<file path="src/rtl/dm_port_arbiter.sv">
// dm_port_arbiter: two-requester arbiter and sequencer in front of a single-port DataMemory.
//
// Port 0 (pipeline MEM stage) has fixed priority over port 1 (loader/DMA/debug). Two
// mechanisms bound that priority:
//   - a starvation counter forces a port-1 grant after STARVE_LIMIT denied cycles;
//   - a short burst lock lets port 1 keep up to BURST_MAX back-to-back grants.
// One word access is granted per cycle. Read data is registered and returned one cycle
// after the read grant, together with a one-cycle valid strobe.
//
// Ports:
//   clk, rst_n                  clock, synchronous active-low reset
//   p0Req/p0Write/p0Addr/p0WData   port-0 request, direction, byte address, write data
//   p0Gnt                       combinational grant for port 0
//   p0Valid/p0RData             registered read-return strobe and data for port 0
//   p1*                         as port 0, plus p1Lock (burst lock request)
//   memAddr/memWriteData/memRead/memWrite   DataMemory drive from the granted port
//   memReadData                 combinational DataMemory read data
//   stallMem                    pipeline stall: p0 requesting but not granted
//   accessErr                   registered pulse: previous granted word index >= DEPTH
module dm_port_arbiter #(
  parameter int unsigned STARVE_LIMIT = 4,
  parameter int unsigned BURST_MAX    = 4,
  parameter int unsigned DEPTH        = 8
) (
  input  logic        clk,
  input  logic        rst_n,
  input  logic        p0Req,
  input  logic        p0Write,
  input  logic [31:0] p0Addr,
  input  logic [31:0] p0WData,
  output logic        p0Gnt,
  output logic        p0Valid,
  output logic [31:0] p0RData,
  input  logic        p1Req,
  input  logic        p1Write,
  input  logic        p1Lock,
  input  logic [31:0] p1Addr,
  input  logic [31:0] p1WData,
  output logic        p1Gnt,
  output logic        p1Valid,
  output logic [31:0] p1RData,
  output logic [31:0] memAddr,
  output logic [31:0] memWriteData,
  output logic        memRead,
  output logic        memWrite,
  input  logic [31:0] memReadData,
  output logic        stallMem,
  output logic        accessErr
);

  localparam int unsigned WaitW  = $clog2(STARVE_LIMIT + 1);
  localparam int unsigned BurstW = $clog2(BURST_MAX + 1);
  localparam logic [WaitW-1:0]  WaitMax  = WaitW'(STARVE_LIMIT);
  localparam logic [BurstW-1:0] BurstMax = BurstW'(BURST_MAX);

  typedef enum logic [0:0] {StIdle, StLock1} state_e;

  state_e              state_q;
  logic [WaitW-1:0]    wait_cnt_q;
  logic [BurstW-1:0]   burst_cnt_q;
  logic                p0_valid_q, p1_valid_q;
  logic [31:0]         p0_rdata_q, p1_rdata_q;
  logic                access_err_q;

  logic        lock_hold;    // locked burst continues
  logic        starved;      // port 1 has waited long enough
  logic        gnt0, gnt1;
  logic [31:0] word_idx;
  logic        addr_err;

  assign lock_hold = (state_q == StLock1) && p1Req && p1Lock && (burst_cnt_q < BurstMax);
  assign starved   = p1Req && (wait_cnt_q == WaitMax);

  // Priority: lock, starvation, port 0, port 1. Nothing is granted while in reset.
  always_comb begin
    gnt0 = 1'b0;
    gnt1 = 1'b0;
    if (rst_n) begin
      if (lock_hold || starved) begin
        gnt1 = 1'b1;
      end else if (p0Req) begin
        gnt0 = 1'b1;
      end else if (p1Req) begin
        gnt1 = 1'b1;
      end
    end
  end

  always_comb begin
    memAddr      = 32'h0;
    memWriteData = 32'h0;
    memRead      = 1'b0;
    memWrite     = 1'b0;
    if (gnt0) begin
      memAddr      = p0Addr;
      memWriteData = p0WData;
      memRead      = ~p0Write;
      memWrite     = p0Write;
    end else if (gnt1) begin
      memAddr      = p1Addr;
      memWriteData = p1WData;
      memRead      = ~p1Write;
      memWrite     = p1Write;
    end
  end

  assign word_idx = {2'b00, memAddr[31:2]};
  assign addr_err = (gnt0 || gnt1) && (word_idx >= DEPTH);

  always_ff @(posedge clk) begin
    if (!rst_n) begin
      state_q      <= StIdle;
      wait_cnt_q   <= '0;
      burst_cnt_q  <= '0;
      p0_valid_q   <= 1'b0;
      p1_valid_q   <= 1'b0;
      p0_rdata_q   <= 32'h0;
      p1_rdata_q   <= 32'h0;
      access_err_q <= 1'b0;
    end else begin
      p0_valid_q   <= gnt0 && !p0Write;
      p1_valid_q   <= gnt1 && !p1Write;
      access_err_q <= addr_err;
      if (gnt0 && !p0Write) p0_rdata_q <= memReadData;
      if (gnt1 && !p1Write) p1_rdata_q <= memReadData;

      if (!p1Req || gnt1) begin
        wait_cnt_q <= '0;
      end else if (wait_cnt_q < WaitMax) begin
        wait_cnt_q <= wait_cnt_q + WaitW'(1);
      end

      unique case (state_q)
        StIdle: begin
          if (gnt1 && p1Lock) begin
            state_q     <= StLock1;
            burst_cnt_q <= BurstW'(1);
          end
        end
        StLock1: begin
          // lock_hold implies a port-1 grant with burst_cnt_q below the cap.
          if (lock_hold) begin
            burst_cnt_q <= burst_cnt_q + BurstW'(1);
          end else begin
            state_q     <= StIdle;
            burst_cnt_q <= '0;
          end
        end
        default: begin
          state_q     <= StIdle;
          burst_cnt_q <= '0;
        end
      endcase
    end
  end

  // Valid is masked by reset so an access interrupted by reset never returns a strobe.
  assign p0Valid   = p0_valid_q & rst_n;
  assign p1Valid   = p1_valid_q & rst_n;
  assign p0RData   = p0_rdata_q;
  assign p1RData   = p1_rdata_q;
  assign p0Gnt     = gnt0;
  assign p1Gnt     = gnt1;
  assign stallMem  = p0Req & ~gnt0;
  assign accessErr = access_err_q;

endmodule

</file>
<file path="config.mk">
export PLATFORM = sky130hd
export DESIGN_NAME = dm_port_arbiter
export DESIGN_NICKNAME = d
export VERILOG_FILES = /design/src/rtl/dm_port_arbiter.sv
export SDC_FILE = /design/constraint.sdc
export NUM_CORES = 1
export LEC_CHECK = 0
export CORE_AREA = 10 10 110 112
export DETAILED_ROUTE_END_ITERATION = 8
export DIE_AREA = 0 0 120 122
export DONT_BUFFER_PORTS = 1
export PLACE_DENSITY = 0.54
export SLEW_MARGIN = 5
export SYNTH_ARGS = -nofsm -noshare
export SYNTH_HDL_FRONTEND = slang
export SYNTH_SLANG_ARGS = --single-unit
</file>
<file path="constraint.sdc">
create_clock -name clk -period 2.9 [get_ports clk]
set_clock_uncertainty 0.05 [all_clocks]
set_input_delay 0.58 -clock clk [delete_from_list [all_inputs] [get_ports clk]]
set_output_delay 0.58 -clock clk [all_outputs]
set_load 0.005 [all_outputs]
</file>
### Yosys cells after proc, flatten, opt, wreduce, memory -nomap -nowiden

Index checks and enable logic that the tools add are counted.

* equality and inequality tests: 2
* magnitude comparators: 3
* $add $sub $neg: 2
* mux-type cells: 21
* bitwise operators: 8
* reduce and logical (&&, ||, !) cells: 15

Operators with widths (number)
* 2-to-1 mux 32 bit: 4
* >= comparator 30 x 4 -> 1 bit (second input constant): 1
* 2-to-1 mux 1 bit: 13
* logical AND 1 bit: 8
* adder 3 x 1 -> 3 bit (second input constant): 2
* < comparator 3 bit (second input constant): 2
* 2-to-1 mux 3 bit: 2
* case mux 3 bit (2 select lines): 1
* inverter 1 bit: 5
* bitwise AND 1 bit: 3
* equality test 3 bit (second input constant): 1
* logical NOT 1 bit: 3
* logical OR 1 bit: 3
* inequality test 2 bit (second input constant): 1
* case mux 1 bit (2 select lines): 1
* OR reduction 2 bit: 1

* flip-flop bits (word level): 74
* bits of input ports: 167
* output and inout port bits: 136
* logic and storage cells: 59

### Longest topological paths before layout

* word-level depth: 10
* depth in mapped cells: 11

### Worst setup path before layout

OpenSTA, ideal clock, no wires.

* path type: input to output
* from: input port p1Req
* to: output port memAddr[0]
* data arrival time: 1.624 ns
* path buffers: 3
* slack: 0.646 ns
* data required time: 2.270 ns
* stages on the path: 6
* path through: buf_4 and4b_1 o2bb2ai_1 buf_2 buf_4 a22o_1

* cells in the longest elaborated chain, start to end: 8
* elaborated cells on any way between the ends: 13
* those cells by class: 8 x mux; 5 x reduce/logical

Ends and longest elaborated chain
* from (decl): RTL line 34 `input logic p1Req,`
* logical AND 1 bit (3 in series): RTL line 71 `assign lock_hold = (state_q == StLock1) && p1Req && p1Lock && (burst_cnt_q < BurstMax);`
* logical OR 1 bit: RTL line 79 `if (lock_hold || starved) begin`
* 2-to-1 mux 1 bit: RTL line 79
* 2-to-1 mux 1 bit: RTL line 78 `if (rst_n) begin`
* 2-to-1 mux 32 bit: RTL line 99 `end else if (gnt1) begin`
* 2-to-1 mux 32 bit *: RTL line 94 `if (gnt0) begin`
* to (decl): RTL line 42 `output logic [31:0] memAddr,`

Mark *: on every way between the ends. The rest lies on a longest branch, timed or not.

### Worst setup path in the final report

* from: register wait_cnt_q[0]
* to: output port memWriteData[21]

* cells in the longest elaborated chain, start to end: 7
* elaborated cells on any way between the ends: 9
* those cells by class: 1 x eq/ne; 6 x mux; 2 x reduce/logical

Ends and longest elaborated chain
* from (decl): RTL line 59 `logic [WaitW-1:0] wait_cnt_q;`
* from (signal assigned): RTL line 130 `wait_cnt_q <= wait_cnt_q + WaitW'(1);`
* equality test 3 bit *: RTL line 72 `assign starved = p1Req && (wait_cnt_q == WaitMax);`
* logical AND 1 bit *: RTL line 72
* logical OR 1 bit *: RTL line 79
* 2-to-1 mux 1 bit: RTL line 79
* 2-to-1 mux 1 bit: RTL line 78
* 2-to-1 mux 32 bit: RTL line 99
* 2-to-1 mux 32 bit *: RTL line 94
* to (decl): RTL line 43 `output logic [31:0] memWriteData,`

Marks and branches as above.

==> reports/results.txt <==
synthesized area - 3620 µm²
layout cells sized above 1 - 0.0621
Clock Latency Late Sink - 0.34 ns
CP startpoint kind - register
Reg power frac - 0.494
Hold WC Path Type - in -> reg
Setup TNS - 0 ns
Post-DP Area - 3630 µm²
Rows - 37
setup slack after layout - 0.272 ns
post_cts resized - 0
Mean Syn Cell Area - 8.29 µm²
CTS tree - built
PwrDens - 570 nW/µm²
Final Core Density - 0.384
multiplexer share of the synthesized area - 0.00552
Yosys warnings - 0
CTS clk-pin slew, worst paths - 0.08 ns
dominant cells by area after synthesis - dfxtp_1 41%, a22o_1 15%, nand2_1 14%
Synth cell types - 35
Port Buffer Count - 0
Fill cells - 1036
clk buf depth - 2
antenna diode count - 0
Seq cells post-synth - 74
worst path cell trace - inv_1 > ha_1 > nand3_1 > and4_2 > buf_12 > a22o_1
Hold Buf Count CTS - 0
CP Capture Type - output port
fin. max-slew vios - 0
cell count after synthesis - 437
ys async rst share - 0
post-route ant nets - 0
Clock power frac - 0.413
post-route cell area - 3860 µm²
CP Class - reg -> out
switching portion of total power - 0.238
Die Ht - 122 µm
leakage - 1.37 nW
most frequent cells in the layout - 137 x nand2_1, 74 x dfxtp_1, 64 x a22o_1, 33 x a21boi_1, 32 x o21ai_1
internal power - 0.00167 W
Synth Area in Simple Gates - 0.204
fin crit share - 0.906
final setup fails - 0
H-tree depth - 3
gr ovfl total - 0
die area - 14600 µm²
Detailed Route WL - 14800 µm
Placeable Area - 10000 µm²
register area share after synthesis - 0.409
Avg Vias per Cell - 5.94
WP data arrival - 2.00 ns
area leader, netlist - dfxtp_1
initial antenna violation count - 0
Post-synth EDFFs - 0
GRT Total Usage - 0.184
Post-Synth XOR/XNOR Area - 0.00242
cell family with most CP delay - simple AND/OR/NAND/NOR gates
Synth Area in Compound Gates - 0.291
# IOs - 303
first-pass GRT wire length - 20800 µm
Num CTS Buffers - 9
DR iter-0 viols - 234
largest family of logic cells by synthesized area - compound AO/OA/AOI/OAI gates
shortest period the worst path allows - 2.63 ns
Peak supply drop - 367 µV
Comb power frac - 0.093
Synth Net Count - 607
GPL Wtd Cong - 0.927
WL/cell - 26.7 µm
Max Cap Viol - 0
net load switching power - 0.000522 W
CP required - 2.27 ns
Pre-Repair DR Iteration Count - 6
WP buf/inv - 2
worst-path fanout max - 69
fin nets - 584
Die X - 120 µm
Post-Synth Adder-Cell Area - 0.0104
most common cell after layout, fill and taps aside - nand2_1
fmax - 380 MHz
unrepaired setup endpoints after global routing - no
Via Count - 3294
Area Overhead vs Synth - 6.42%
Worst Tran Pin Value - 0.373 ns
pre-CTS setup slack - 0.663 ns
Slowest cell on crit path - dfxtp_1
vias in the first global route - 3040
Initial Util - 0.361
Synth top area share - 0.409
number of remaining DRC errors - 0
status - complete, no violations
Synth Flop Type - dfxtp_1
biggest cell delay along the critical path - 0.37 ns
post-CTS setup buffers - 0
largest net degree at the start of global routing - 76
slew margin rel. - 0.749
Fin. Hold Viols - 0
Root Buffer - clkbuf_8
Power Total - 0.00220 W
DP Wirelength - 12100 µm
Clock Sink Count - 74
-- final timing paths --
check | startpoint | end | slack, ns | cells past startpoint
worst max register to register | wait_cnt_q[0] | p0RData[26] | 0.94 | 8
worst min register to register | p1RData[2] | p1RData[2] | 0.43 | 2
worst max-delay path | wait_cnt_q[0] | memWriteData[21] | 0.27 | 6
worst min-delay path | memReadData[2] | p1RData[2] | 0.30 | 2
-- registers in the layout (all words and copies together), names as in the netlist --
name and flops:
accessErr 1, burst_cnt_q 3, p0RData 32, p0_valid_q 1, p1RData 32, p1_valid_q 1, state_q 1, wait_cnt_q 3
-- layout make-up --
class | count | area (µm²) | share of cell area
Inverter | 3 | 16.3 | 0.00422
Sequential cell | 74 | 1480 | 0.384
Clock buffer | 12 | 155 | 0.0402
Clock inverter | 4 | 73.8 | 0.0191
Multi-Input combinational cell | 321 | 1880 | 0.489
Tap cell | 136 | 170 | 0.0441
Timing Repair Buffer | 5 | 75.1 | 0.0195
-- synthesized netlist by cell type (2+ instances only) --
master      n
ha_1        3
clkbuf_1   14
nand2_1   137
nor2_1      6
buf_4       9
and2_1      3
a21boi_1   33
nand3_1     5
o21ai_1    32
dfxtp_1    74
buf_6      10
inv_1       2
nor3_1      2
a22oi_1     2
o31ai_1     2
mux2i_1     2
a31oi_1     2
nor4_1     11
buf_2       6
nor2b_1     4
a22o_1     64
-- power groups by stage --
stage | sequential [W] | clock, W | combinational, W
after floorplan | 0.00110 | 0 | 0.000189
after global placement | 0.00111 | 0 | 0.000202
after detailed placement | 0.00111 | 0 | 0.000206
after CTS | 0.00109 | 0.000934 | 0.000207
after global routing | 0.00109 | 0.000974 | 0.000226
final | 0.00109 | 0.000907 | 0.000204
-- per-layer routing --
| metal | track usage | part of all wire | up-vias |
|---|---|---|---|
| li1 | - | - | 1489 |
| met2 | 0.293 | 0.48 | 242 |
| met4 | 0.0535 | 0.011 | 0 |
| met3 | 0.116 | 0.16 | 15 |
| met5 | 0 | 0 | - |
| met1 | 0.200 | 0.35 | 1548 |
-- stage by stage --
stage	cells	hold WS [ns]
3_3_place_gp	539	0.416
4_1_cts	555	0.276
3_5_place_dp	539	0.418
6_report	555	0.297
5_1_grt	555	0.277
2_1_floorplan	437	0.395
-- logic make-up after synthesis --
| group | after synthesis |
|---|---|
| fa+ha+maj | 3 |
| xor+xnor | 1 |
| compound gates | 141 |
| simple gates | 174 |
| buf+inv | 42 |
| flops | 74 |
| mux | 2 |
(Power assumes the default switching activity.)
